--- src/rtl/cfg_seq_pkg.sv ---
// Shared state type, default field layout and cfg-word packing for the sequencer
// and the downstream decoder.
package cfg_pkg;

    typedef enum logic [1:0] {StIdle, StIssue, StDrain, StDone} cfg_state_e;

    localparam int unsigned CfgAW = 32;
    localparam int unsigned CfgLW = 16;
    localparam int unsigned CfgCW = 16;
    localparam int unsigned CfgB  = 128;

    localparam int unsigned ADDR_LSB = 0;
    localparam int unsigned LEN_LSB  = CfgAW;
    localparam int unsigned IDX_LSB  = CfgAW + CfgLW;

    // Wide enough for any supported B; callers zero-extend fields and truncate the result.
    localparam int unsigned PackW = 256;

    function automatic logic [PackW-1:0] cfg_pack(input logic [PackW-1:0] addr,
                                                  input logic [PackW-1:0] len,
                                                  input logic [PackW-1:0] idx,
                                                  input int unsigned      len_lsb,
                                                  input int unsigned      idx_lsb);
        return addr | (len << len_lsb) | (idx << idx_lsb);
    endfunction

endpackage

--- src/rtl/cfg_seq_if.sv ---
// Cfg word stream towards the config-propagation chain, with per-word completion ack.
interface cfg_seq_if #(
    parameter int unsigned B = cfg_pkg::CfgB
) ();
    logic [B-1:0] m_cfg_data;
    logic         m_cfg_valid;
    logic         m_cfg_ready;
    logic         ack;

    modport master (output m_cfg_data, m_cfg_valid, input m_cfg_ready, ack);
    modport slave  (input m_cfg_data, m_cfg_valid, output m_cfg_ready, ack);
endinterface

--- src/rtl/cfg_seq_out_cnt.sv ---
// Count of issued-but-unacknowledged words, with issue-limit compare and underflow detect.
module cfg_out_cnt #(
    parameter  int unsigned MaxOut = 4,
    localparam int unsigned CntW   = $clog2(MaxOut + 1)
) (
    input  logic            clk,
    input  logic            rst,
    input  logic            inc_i,
    input  logic            dec_i,
    output logic [CntW-1:0] cnt_o,
    output logic [CntW-1:0] cnt_next_o,
    output logic            below_max_o,
    output logic            underflow_o
);
    logic [CntW-1:0] cnt_q, cnt_d;

    always_comb begin
        cnt_d       = cnt_q;
        underflow_o = 1'b0;
        unique case ({inc_i, dec_i})
            2'b10: cnt_d = cnt_q + CntW'(1);
            2'b01: begin
                if (cnt_q == '0) underflow_o = 1'b1;
                else             cnt_d       = cnt_q - CntW'(1);
            end
            default: ;
        endcase
    end

    always_ff @(posedge clk or posedge rst) begin
        if (rst) cnt_q <= '0;
        else     cnt_q <= cnt_d;
    end

    assign cnt_o       = cnt_q;
    assign cnt_next_o  = cnt_d;
    assign below_max_o = (cnt_q < CntW'(MaxOut));

endmodule

--- src/rtl/cfg_seq.sv ---
// Issues a programmed run of cfg words with a strided address, throttled by
// outstanding acks, and pulses done once every word has completed.
module cfg_seq
    import cfg_pkg::*;
#(
    parameter int unsigned B       = 128,
    parameter int unsigned AW      = 32,
    parameter int unsigned LW      = 16,
    parameter int unsigned CW      = 16,
    parameter int unsigned MAX_OUT = 4,
    localparam int unsigned CntW   = $clog2(MAX_OUT + 1)
) (
    input  logic              clk,
    input  logic              rst,
    input  logic              start,
    input  logic [AW-1:0]     base_addr,
    input  logic [AW-1:0]     stride,
    input  logic [CW-1:0]     n_cfg,
    input  logic [LW-1:0]     cfg_len,
    cfg_seq_if.master         cfg_bus,
    output logic              busy,
    output logic              done,
    output logic [31:0]       cycle_cnt,
    output logic              err_ack
);
    cfg_state_e      state_q, state_d;
    logic [AW-1:0]   addr_q, addr_d, stride_q, stride_d;
    logic [CW-1:0]   n_q, n_d, idx_q, idx_d;
    logic [LW-1:0]   len_q, len_d;
    logic [31:0]     cycle_cnt_q, cycle_cnt_d;
    logic            err_ack_q, err_ack_d;
    logic            hs, below_max, underflow;
    logic [CntW-1:0] out_cnt, out_cnt_next;

    cfg_out_cnt #(.MaxOut(MAX_OUT)) u_out_cnt (
        .clk         (clk),
        .rst         (rst),
        .inc_i       (hs),
        .dec_i       (cfg_bus.ack),
        .cnt_o       (out_cnt),
        .cnt_next_o  (out_cnt_next),
        .below_max_o (below_max),
        .underflow_o (underflow)
    );

    // Valid only falls via a handshake: acks can only lower the count, never raise it.
    assign cfg_bus.m_cfg_valid = (state_q == StIssue) && below_max;
    assign hs                  = cfg_bus.m_cfg_valid && cfg_bus.m_cfg_ready;
    assign cfg_bus.m_cfg_data  = B'(cfg_pack(PackW'(addr_q), PackW'(len_q), PackW'(idx_q),
                                             AW, AW + LW));

    always_comb begin
        state_d     = state_q;
        addr_d      = addr_q;
        stride_d    = stride_q;
        n_d         = n_q;
        idx_d       = idx_q;
        len_d       = len_q;
        cycle_cnt_d = cycle_cnt_q;
        err_ack_d   = err_ack_q | underflow;

        if ((state_q == StIssue || state_q == StDrain) && cycle_cnt_q != '1) begin
            cycle_cnt_d = cycle_cnt_q + 32'd1;
        end

        unique case (state_q)
            StIdle: begin
                if (start) begin
                    cycle_cnt_d = '0;
                    err_ack_d   = underflow;
                    if (n_cfg != '0) begin
                        addr_d   = base_addr;
                        stride_d = stride;
                        n_d      = n_cfg;
                        len_d    = cfg_len;
                        idx_d    = '0;
                        state_d  = StIssue;
                    end else begin
                        state_d  = StDone;
                    end
                end
            end
            StIssue: begin
                if (hs) begin
                    addr_d = addr_q + stride_q;
                    idx_d  = idx_q + CW'(1);
                    if (idx_q == n_q - CW'(1)) state_d = StDrain;
                end
            end
            StDrain: begin
                if (out_cnt_next == '0) state_d = StDone;
            end
            StDone: state_d = StIdle;
            default: state_d = StIdle;
        endcase
    end

    always_ff @(posedge clk or posedge rst) begin
        if (rst) begin
            state_q     <= StIdle;
            addr_q      <= '0;
            stride_q    <= '0;
            n_q         <= '0;
            idx_q       <= '0;
            len_q       <= '0;
            cycle_cnt_q <= '0;
            err_ack_q   <= 1'b0;
        end else begin
            state_q     <= state_d;
            addr_q      <= addr_d;
            stride_q    <= stride_d;
            n_q         <= n_d;
            idx_q       <= idx_d;
            len_q       <= len_d;
            cycle_cnt_q <= cycle_cnt_d;
            err_ack_q   <= err_ack_d;
        end
    end

    assign busy      = (state_q != StIdle);
    assign done      = (state_q == StDone);
    assign cycle_cnt = cycle_cnt_q;
    assign err_ack   = err_ack_q;

endmodule

--- src/flat_wrapper.sv ---
// flat-port wrapper written by rule: the top's interface ports become plain ports
module cfg_seq_flat import cfg_pkg::*;
#(
    parameter int unsigned B       = 128,
    parameter int unsigned AW      = 32,
    parameter int unsigned LW      = 16,
    parameter int unsigned CW      = 16,
    parameter int unsigned MAX_OUT = 4,
    localparam int unsigned CntW   = $clog2(MAX_OUT + 1)
)
  (clk, rst, start, base_addr, stride, n_cfg, cfg_len, busy, done, cycle_cnt, err_ack, cfg_bus_m_cfg_data, cfg_bus_m_cfg_valid, cfg_bus_m_cfg_ready, cfg_bus_ack);
  cfg_seq_if #(.B(B)) cfg_bus_i ();
  input  logic clk;
  input  logic rst;
  input  logic start;
  input  logic [AW-1:0] base_addr;
  input  logic [AW-1:0] stride;
  input  logic [CW-1:0] n_cfg;
  input  logic [LW-1:0] cfg_len;
  output logic busy;
  output logic done;
  output logic [31:0] cycle_cnt;
  output logic err_ack;
  output wire logic [$bits(cfg_bus_i.m_cfg_data)-1:0] cfg_bus_m_cfg_data;
  output wire logic [$bits(cfg_bus_i.m_cfg_valid)-1:0] cfg_bus_m_cfg_valid;
  input wire logic [$bits(cfg_bus_i.m_cfg_ready)-1:0] cfg_bus_m_cfg_ready;
  input wire logic [$bits(cfg_bus_i.ack)-1:0] cfg_bus_ack;
  assign cfg_bus_m_cfg_data = cfg_bus_i.m_cfg_data;
  assign cfg_bus_m_cfg_valid = cfg_bus_i.m_cfg_valid;
  assign cfg_bus_i.m_cfg_ready = cfg_bus_m_cfg_ready;
  assign cfg_bus_i.ack = cfg_bus_ack;
  cfg_seq #(.B(B), .AW(AW), .LW(LW), .CW(CW), .MAX_OUT(MAX_OUT)) u_core (.clk(clk), .rst(rst), .start(start), .base_addr(base_addr), .stride(stride), .n_cfg(n_cfg), .cfg_len(cfg_len), .cfg_bus(cfg_bus_i), .busy(busy), .done(done), .cycle_cnt(cycle_cnt), .err_ack(err_ack));
endmodule
--- config.mk ---
export PLATFORM = sky130hd
export DESIGN_NAME = cfg_seq_flat
export DESIGN_NICKNAME = d
export VERILOG_FILES = /design/src/rtl/cfg_seq_pkg.sv /design/src/rtl/cfg_seq_if.sv /design/src/rtl/cfg_seq_out_cnt.sv /design/src/rtl/cfg_seq.sv /design/src/flat_wrapper.sv
export SDC_FILE = /design/constraint.sdc
export NUM_CORES = 1
export LEC_CHECK = 0
export BUFFER_PORTS_ARGS = -buffer_cell sky130_fd_sc_hd__buf_2
export CAP_MARGIN = 20
export CORE_MARGIN = 8
export CORE_UTILIZATION = 53
export DETAILED_ROUTE_END_ITERATION = 12
export GPL_TIMING_DRIVEN = 0
export MAX_ROUTING_LAYER = met4
export PLACE_DENSITY = 0.88
export SLEW_MARGIN = 0
export SYNTH_ARGS = -nofsm -noshare
export SYNTH_HDL_FRONTEND = slang
export SYNTH_HIERARCHICAL = 1
export SYNTH_SLANG_ARGS = --single-unit
--- constraint.sdc ---
create_clock -name clk -period 5.4 [get_ports clk]
set_input_delay 0.27 -clock clk [delete_from_list [all_inputs] [get_ports clk]]
set_output_delay 0.27 -clock clk [all_outputs]
set_load 0.02 [all_outputs]
# After elaboration in Yosys (flattened, before gate mapping)
# Cells that the tools add are included.
op_classes:
  add_sub_neg: 6
  n_mul: 0
  n_div: 0
  n_lt_le_gt_ge: 1
  eq_ne: 12
  n_shift: 0
  n_mux: 23
  n_bitwise: 3
  n_reduce_logical: 13
ops:
  columns: ["operator", "n"]
  rows:
  - ["32-bit two-way mux", 6]
  - ["128-bit by 64-bit OR with 128-bit output", 1]
  - ["32-bit case mux with 2 select lines", 1]
  - ["16-bit two-way mux", 3]
  - ["32-bit by 48-bit OR with 48-bit output", 1]
  - ["32-bit by 1-bit adder with 32-bit output (second input constant)", 1]
  - ["32-bit adder", 1]
  - ["32-bit inequality test (second input constant)", 1]
  - ["16-bit case mux with 2 select lines", 1]
  - ["16-bit by 1-bit adder with 16-bit output (second input constant)", 1]
  - ["16-bit == test", 1]
  - ["16-bit nonzero test", 1]
  - ["16-bit by 1-bit subtractor with 16-bit output (second input constant)", 1]
  - ["2-bit two-way mux", 5]
  - ["2-bit inequality test (second input constant)", 4]
  - ["2-bit case mux with 4 select lines", 1]
  - ["4-bit AND reduction", 2]
  - ["2-bit == test (second input constant)", 3]
  - ["3-bit zero test", 2]
  - ["3-bit case mux with 2 select lines", 1]
  - ["2-bit by 1-bit == test with 1-bit output (second input constant)", 2]
  - ["1-bit two-way mux", 4]
  - ["2-bit nonzero test", 2]
  - ["3-bit by 1-bit adder with 3-bit output (second input constant)", 1]
  - ["other kinds (9)", 11]
word_totals:
  reg_bits: 150
  latch_bits: 0
  ramBits: 0
  mem_bits_ro: 0
  inputBits: 101
  out_inout_bits: 164
  wordCells: 67
  n_memories: 0

# Depth between registers and ports, before layout
# Gate-level depths: netlist (run 1).
logic_depth:
  ltp_word: 8
  mapped_depth: 19
  mapped_depth_nobuf: 18

# Cells and area by module
# Netlist (run 1), hierarchy kept.
by_module_without_submodules:
  columns: ["mod", "n_inst", "cells_each", "area_per_inst_um2", "seq_area_each_um2"]
  rows:
  - ["cfg_seq", 1, 943, 8921.1, 3678.5]
  - ["cfg_out_cnt", 1, 31, 280.3, 75.1]

# Least setup slack after synthesis (run 1)
# Ideal clock, no wire load.
synth_timing:
  path_type: "flip-flop to flip-flop"
  startpoint: "reg u_core.state_q[1]"
  endpoint: "reg u_core.state_q[0]"
  setup_ps: 79
  t_arrival_ps: 3428
  required_time_ps: 5321
  setup_slack_ps: 1893
  path_stages_with_launch: 20
  path_buffers: 1
  period_less_slack_ps: 3507
  path_cell_list: "dfrtp_1 > inv_1 > ha_1 > buf_4 > and2_1 > nand2_1 > inv_1 > inv_1 > ha_1 > nor2_1 > mux2_4 > a221o_1 > o31ai_1 > o21ai_0 > nor4_1 > nand4_1 > nor4_1 > nand3_1 > o21ai_2 > mux2i_1"
synth_via:
  elab_chain_len: 8
  word_cells_on_any_way: 16
  cone_classes: "9 x eq/ne; 2 x mux; 5 x reduce/logical"
synth_lines:
  columns: ["item", "line", "source"]
  rows:
  - ["from (decl)", "cfg_seq.sv:26", "cfg_state_e state_q, state_d;"]
  - ["from (signal assigned)", "cfg_seq.sv:100", "state_q <= StIdle;"]
  - ["from (signal assigned)", "cfg_seq.sv:109", "state_q <= state_d;"]
  - ["2-bit by 1-bit == test with 1-bit output (*)", "cfg_seq.sv:47", "assign cfg_bus.m_cfg_valid = (state_q == StIssue) && below_max;"]
  - ["1-bit logical AND (*)", "cfg_seq.sv:47", null]
  - ["named net cfg_bus_m_cfg_valid", "flat_wrapper.sv:25", "output wire logic [$bits(cfg_bus_i.m_cfg_valid)-1:0] cfg_bus_m_cfg_valid;"]
  - ["1-bit logical AND (*)", "cfg_seq.sv:48", "assign hs = cfg_bus.m_cfg_valid && cfg_bus.m_cfg_ready;"]
  - ["named net u_core.hs", "cfg_seq.sv:32", "logic hs, below_max, underflow;"]
  - ["2-bit by 1-bit == test with 1-bit output / 2-bit == test (equally long branches)", "cfg_seq_out_cnt.sv:20", "unique case ({inc_i, dec_i})"]
  - ["3-bit case mux with 2 select lines (*)", "cfg_seq_out_cnt.sv:20", null]
  - ["named net u_core.out_cnt_next[1]", "cfg_seq.sv:33", "logic [CntW-1:0] out_cnt, out_cnt_next;"]
  - ["3-bit zero test (*)", "cfg_seq.sv:91", "if (out_cnt_next == '0) state_d = StDone;"]
  - ["2-bit inequality test (no line) (*)", null, null]
  - ["4-bit AND reduction (no line) (*)", null, null]
# Mark *: on every way through the listed nets, which the timed path passes. The rest lies on a longest branch.
# A chain may end at the register's enable or synchronous reset.

# Final worst setup path (run 1)
layout_timing:
  startpoint: "reg u_core.state_q[1]"
  endpoint: "reg u_core.state_q[0]"
layout_via:
  elab_chain_len: 8
  word_cells_on_any_way: 16
  cone_classes: "9 x eq/ne; 2 x mux; 5 x reduce/logical"
layout_lines:
  columns: ["item", "line"]
  rows:
  - ["2-bit by 1-bit == test with 1-bit output (*)", "cfg_seq.sv:47"]
  - ["1-bit logical AND (*)", "cfg_seq.sv:47"]
  - ["1-bit logical AND (*)", "cfg_seq.sv:48"]
  - ["named net u_core.hs", "cfg_seq.sv:32"]
  - ["2-bit by 1-bit == test with 1-bit output / 2-bit == test (equally long branches)", "cfg_seq_out_cnt.sv:20"]
  - ["3-bit case mux with 2 select lines (*)", "cfg_seq_out_cnt.sv:20"]
  - ["named net u_core.out_cnt_next[1]", "cfg_seq.sv:33"]
  - ["3-bit zero test (*)", "cfg_seq.sv:91"]
  - ["2-bit inequality test (no line) (*)", null]
  - ["4-bit AND reduction (no line) (*)", null]
# Marks and branches as above.

==> results of run 1 <==
[repair_timing]
action | in CTS | in global routing
hold buffers | 1 | 0
resized for setup | 0 | 0
hold endpoints to repair | 3 | 0
[state kept, by name (all words and copies together), names as in the netlist]
name	cells
u_core/addr_q	32
u_core/cycle_cnt	32
u_core/err_ack	1
u_core/idx_q	16
u_core/len_q	16
u_core/n_q	16
u_core/state_q	2
u_core/stride_q	32
u_core/u_out_cnt/cnt_o	3
[per-layer routing]
layer	global-route usage (%)	vias to the layer above	wire length, µm
met1	28.4	3868	10600
met2	40.2	412	12800
met3	6.39	65	2240
li1	-	3856	-
met5	-	-	0
met4	9.59	0	761
[path summary, 6_finish.rpt]
kind / from / endpoint / cells past startpoint / slack [ps]
max in group asynchronous: rst / u_core/stride_q[12] / 4 / 4050
max: u_core/state_q[1] / u_core/state_q[0] / 19 / 1360
min reg2reg: u_core/err_ack / u_core/err_ack / 1 / 480
min: stride[7] / u_core/stride_q[7] / 2 / 80
min in group asynchronous: rst / u_core/u_out_cnt/cnt_o[2] / 3 / 320
max reg2reg: u_core/state_q[1] / u_core/state_q[0] / 19 / 1360
[kinds of logic after synthesis]
family	Yosys count	synth area share, %
flops	150	40.8
other cells	1	0.0408
buf+inv	128	7.87
fa+ha+maj	44	6.06
compound gates	184	12.6
xor+xnor	72	6.85
simple gates	314	16.0
mux	81	9.74
[power by group through the flow]
| stage | clock [mW] | sequential (mW) | combinational [mW] |
|---|---|---|---|
| finish | 1.25 | 1.90 | 3.98 |
| detailed placement | 0 | 1.91 | 3.88 |
| CTS | 1.27 | 1.90 | 3.93 |
| global placement | 0 | 1.88 | 3.74 |
| floorplan | 0 | 2.06 | 2.69 |
| global route | 1.32 | 1.96 | 4.33 |
[layout by cell type, fill, tap and decap left out, types with 31 or more instances in the layout]
master,count
a21oi_1,58
buf_2,200
buf_4,65
conb_1,64
dfrtp_1,150
ha_1,43
inv_1,31
mux2_2,64
nand2_1,105
nor2_1,88
o21ai_0,50
xnor2_1,35
xor2_1,37
[critical path: stages (launching register included)]
cell     delay [ps]
dfrtp_1         390
inv_1           110
ha_1            150
buf_4           160
and2_1          140
nand2_1         130
inv_1           130
inv_1            50
ha_1            400
nor2_1           70
mux2_4          260
a221o_1         320
o31ai_1         230
o21ai_0         210
nor4_1          350
nand4_1         140
nor4_1          220
nand3_1         170
o21ai_2         120
mux2i_1         210
[synthesized netlist by cell type, types with 10 or more instances]
master	n	share of area (%)
dfrtp_1	150	41
clkbuf_1	28	1.1
nand2_1	105	4.3
nor2_1	88	3.6
o31ai_1	16	1.3
mux2i_1	16	1.7
nand4_1	13	0.88
o21ai_0	50	2.7
a21o_1	11	0.90
mux2_2	64	7.8
ha_1	43	5.8
nor3_1	18	0.98
xnor2_1	35	3.3
inv_1	32	1.3
a21oi_1	58	3.2
buf_4	65	5.3
and3_1	10	0.68
xor2_1	37	3.5
nand3_1	29	1.6
[cell type report]
type	count	share of cell area, %
Sequential cell	150	32.9
Clock buffer	19	3.89
Multi-Input combinational cell	759	43.5
Timing Repair Buffer	202	9.11
Antenna cell	3	0.0659
Clock inverter	13	1.58
Buffer	96	5.30
Tap cell	225	2.47
Inverter	32	1.10
==> results.yml, run 1 <==
pwr:
  peakVddDrop_mv: 0.438
  p_int_mw: 3.95
  p_sw_share_pct: 44.6
  clkPwrFrac_pct: 17.6
  p_total_mw: 7.14
  power.share.combinational_pct: 55.7
  seqPwrFrac_pct: 26.7
  p_sw_mw: 3.19
  p_leak_nw: 5.67
  p_per_area_nw_per_um2: 626
synth:
  syn_area_per_cell_um2: 9.45
  async_flop_share_pct: 100
  synth_flop_cell: "dfrtp_1"
  synth-edff-count: 0
  ys_seq_area_share_pct: 40.8
  syn_inst: 974
  synth_cell_types: 63
  yosys_warnings: 6
  ys_seq_elements: 150
  syn-cell-area_um2: 9200
global_route:
  grt_pass1_vias: 8401
  grt-ovfl-total: 0
  antenna_found_initial: 2
  grt_max_degree: 76
  grt.total_usage_pct: 24.5
  grt_pass1_wl_um: 42000
clock_tree:
  cts_buffers: 17
  cts.sinks: 150
  htreeDepth: 4
  post_cts_buffers: 0
  root_buffer: "clkbuf_16"
  clkTransAtPathRegs_ps: 60
  cts_tree: "yes"
  clk_path_buf_depth: 2
  clk_latency_ps: 420
timing:
  hold_violations: 0
  tightest_slew_ps: 973
  fin_crit_ps: 4040
  slew_headroom_pct: 35.1
  skew_ps: 10.2
  worst_slack_ps: 1360
  setup_tns_ps: 0
  fin_crit_sh_pct: 74.7
  slew_viol_final: 0
  whs_ps: 77.8
  rsz0062_at_grt: "no"
  max_clock_freq_mhz: 248
  finalSetupViolCount: 0
finish:
  multi_input_comb_area_um2: 4960
  finalNonFillerCells: 1499
  layout-drive-gt1-share_pct: 29.4
  n_fill_cell: 1372
  fin_area_um2: 11400
  seq_area_um2: 3750
  area_growth_pct: 23.8
  nets: 1403
  fin_util_pct: 66.6
placement:
  gp_congestion: 0.902
  place.detailed.hpwl_um: 20200
  preCtsSetupSlack_ps: 1470
  io_buffers: 200
  place_inst: 1463
  placed_area_um2: 10800
setup_path:
  cp_max_fo: 9
  critical_path_required_ps: 5730
  startpoint_type: "register"
  end_kind: "register"
  crit_arrival_ps: 4370
  critPathKind: "register to register"
flow_run:
  max_cap_violations: 0
floorplanning:
  pin_count: 265
  core_um2: 17100
  die_w_um: 148
  die_y_um: 148
  std_cell_rows: 48
  die_area_um2: 21800
  start_util_pct: 53.8
route:
  detail-route-antenna-nets: 0
  dr_total_vias: 8201
  dr.pass1.iters: 6
  avgViaCountPerCell: 5.47
  wl_per_cell_um: 17.6
  first_iter_violations: 531
  drc: 0
  wirelength_um: 26400
worst_hold_path:
  min-delay-path-class: "input pin to register"
run_status:
  status: "finished clean"
No activity file was read; power rests on OpenSTA's default activity.
==> inputs of run 2 (changes only) <==
--- a/config.mk
+++ b/config.mk
@@ -5,10 +5,11 @@
 export SDC_FILE = /design/constraint.sdc
 export NUM_CORES = 1
 export LEC_CHECK = 0
+export ABC_AREA = 1
 export BUFFER_PORTS_ARGS = -buffer_cell sky130_fd_sc_hd__buf_2
 export CAP_MARGIN = 20
 export CORE_MARGIN = 8
-export CORE_UTILIZATION = 53
+export CORE_UTILIZATION = 54
 export DETAILED_ROUTE_END_ITERATION = 12
 export GPL_TIMING_DRIVEN = 0
 export MAX_ROUTING_LAYER = met4
==> constraint.sdc (replaced) <==
create_clock -name clk -period 3.9 [get_ports clk]
set_input_delay 0.195 -clock clk [delete_from_list [all_inputs] [get_ports clk]]
set_output_delay 0.195 -clock clk [all_outputs]
set_load 0.02 [all_outputs]
==> run 2 against run 1 <==
  * First-iteration DRC count is 100% higher
  * Area after synthesis up 12%
  * Clock-buffer cell count is 1 lower
  * Synthesized cell count rose by 42%
  * Via count is 30% higher
  * Critical path depth decreased by 2
  * Global-route usage increased by 4.5 points
  * Routed wire length grew 29%
  * Worst hold slack worse by 70 ps
  * Clock power up 33%
==> results.yml, run 2 <==
finish:
  layout_commonest_cell: "nand2_1"
  nets: 1855
  mostFrequentLayoutCells: "nand2_1 (349), buf_2 (213), nor2_1 (166)"
  layout-drive-gt1-share_pct: 22.6
  n_antenna_cell: 0
  area_growth_pct: 24.9
  n_fill_cell: 1519
setup_path:
  end_kind: "register"
  r2r_start: "u_core/state_q[1]"
  reg2regPathDepth: 17
  cp_max_fo: 6
  critPathKind: "register to register"
  critical_path_required_ps: 4220
  startpoint_type: "register"
  worstSetupStartpoint: "u_core/state_q[1]"
  r2r-end: "u_core/state_q[1]"
  rrSetupSlack_ps: 1230
  crit_arrival_ps: 2990
floorplanning:
  start_util_pct: 55.1
  core_um2: 18800
  std_cell_rows: 50
  pin_count: 265
  die_w_um: 154
  die_area_um2: 23800
  die_y_um: 154
clock_tree:
  cts_buffers: 17
  cts.sinks: 150
  clk_path_buf_depth: 2
  clk_latency_ps: 430
  clkTransAtPathRegs_ps: 70
  post_cts_buffers: 0
  htreeDepth: 4
  cts_tree: "yes"
  cts.repair.resized: 0
  root_buffer: "clkbuf_16"
  cts_hold_buf: 40
timing:
  hold_violations: 0
  finalSetupViolCount: 0
  tightest_slew_ps: 919
  fin_crit_sh_pct: 68.5
  slew_headroom_pct: 38.6
  setup_tns_ps: 0
  slew_viol_final: 0
  fin_crit_ps: 2670
  rsz0062_at_grt: "no"
  max_clock_freq_mhz: 374
  skew_ps: 15.2
  whs_ps: 7.33
synth:
  yosys_warnings: 6
  synth_commonest_cells: "nand2_1 (349), nor2_1 (166), dfrtp_1 (150)"
  synth-edff-count: 0
  syn_inst: 1385
  synth_top_area_share_pct: 36.3
  syn_area_per_cell_um2: 7.46
  async_flop_share_pct: 100
  ys_seq_elements: 150
  synth_flop_cell: "dfrtp_1"
  ys_seq_area_share_pct: 36.3
  synthMostInstantiatedCell: "nand2_1"
  syn-cell-area_um2: 10300
  yosys-top-cells-area: "dfrtp_1 (36%), nand2_1 (13%), nor2_1 (6.0%), ha_1 (5.2%), inv_1 (4.9%)"
  yosysTopAreaCell: "dfrtp_1"
  synth_cell_types: 57
pwr:
  peakVddDrop_mv: 0.496
  p_leak_nw: 6.67
  p_per_area_nw_per_um2: 864
run_status:
  status: "finished clean"
worst_hold_path:
  whs_path_depth: 2
  min-delay-path-class: "input pin to register"
  min_from: "stride[27]"
  min_to: "u_core/stride_q[27]"
global_route:
  grt_max_degree: 41
  antenna_found_initial: 0
  grt_pass1_wl_um: 54400
  grt-ovfl-total: 0
  grt_pass1_vias: 10840
  grt.total_usage_pct: 29.0
placement:
  gp_congestion: 0.982
  io_buffers: 200
  place.detailed.hpwl_um: 25100
route:
  wirelength_um: 34100
  detail-route-antenna-nets: 0
  dr.pass1.iters: 6
  first_iter_violations: 1069
  drc: 0
  wl_per_cell_um: 17.4
  dr_total_vias: 10632
  avgViaCountPerCell: 5.43
flow_run:
  max_cap_violations: 0
-- run 2: critical path, stage by stage (launching register included) --
cell and delay [ps]:
dfrtp_1 420, inv_1 100, ha_1 140, buf_2 160, nand2_1 110, nor2_2 150
inv_1 70, ha_1 340, inv_1 110, o21ai_2 70, nand2_1 70, nand2_1 90
nor3_1 260, nor2_1 60, nor2_1 190, nand2_1 100, nand2_1 70, nand2_1 50
-- run 2: area by class of cell --
cell class | count | area [µm²] | share of cell area (%)
Timing Repair Buffer | 243 | 1460 | 11.3
Inverter | 141 | 538 | 4.17
Multi-Input combinational cell | 1063 | 5640 | 43.7
Buffer | 94 | 637 | 4.94
Tap cell | 234 | 293 | 2.27
Clock buffer | 18 | 439 | 3.40
Sequential cell | 150 | 3750 | 29.1
Clock inverter | 14 | 135 | 1.05
-- run 2: worst max-delay path by stage --
stage | endpoint | depth (start not counted) | slack [ps]
final | u_core/state_q[1] | 17 | 1230
after global routing | u_core/state_q[1] | 17 | 970
after CTS | u_core/state_q[1] | 17 | 1230
after detailed placement | u_core/state_q[0] | 17 | 1290
after global placement | u_core/addr_q[7] | 2 | 900
after floorplan | u_core/addr_q[22] | 17 | 1710
-- run 2: metal layers --
| metal | GRT usage, % | part of all wire [%] | vias to the layer above |
|---|---|---|---|
| li1 | - | - | 5042 |
| met5 | - | 0 | - |
| met1 | 34.7 | 41 | 4939 |
| met3 | 5.99 | 8.6 | 79 |
| met4 | 10.9 | 2.7 | 0 |
| met2 | 47.7 | 48 | 572 |
-- run 2: logic make-up after synthesis --
logic type | share of synthesized area, %
simple gates | 28.5
buf+inv | 11.3
compound gates | 9.57
flops | 36.3
mux | 5.12
fa+ha+maj | 5.40
xor+xnor | 3.73
other cells | 0.0363
-- run 2: power breakdown --
part | switching, mW | total [mW] | internal (mW) | leakage, nW
logic | 4.46 | 6.79 | 2.33 | 4.52
clock network | 0.745 | 1.66 | 0.912 | 0.277
registers | 0.540 | 2.69 | 2.15 | 1.88
total | 5.75 | 11.1 | 5.39 | 6.67
-- run 2: metrics by stage --
stage | cells | instance area, µm² | power [mW] | setup WS, ps | utilization, %
floorplan | 1448 | 10600 | 7.32 | 1710 | -
global placement | 1882 | 11900 | 9.00 | 904 | 63.2
detailed placement | 1885 | 11900 | 9.22 | 1290 | 63.5
CTS | 1957 | 12900 | 11.0 | 1230 | 68.7
global route | 1957 | 12900 | 11.9 | 972 | 68.7
finish | 1957 | 12900 | 11.1 | 1230 | 68.7
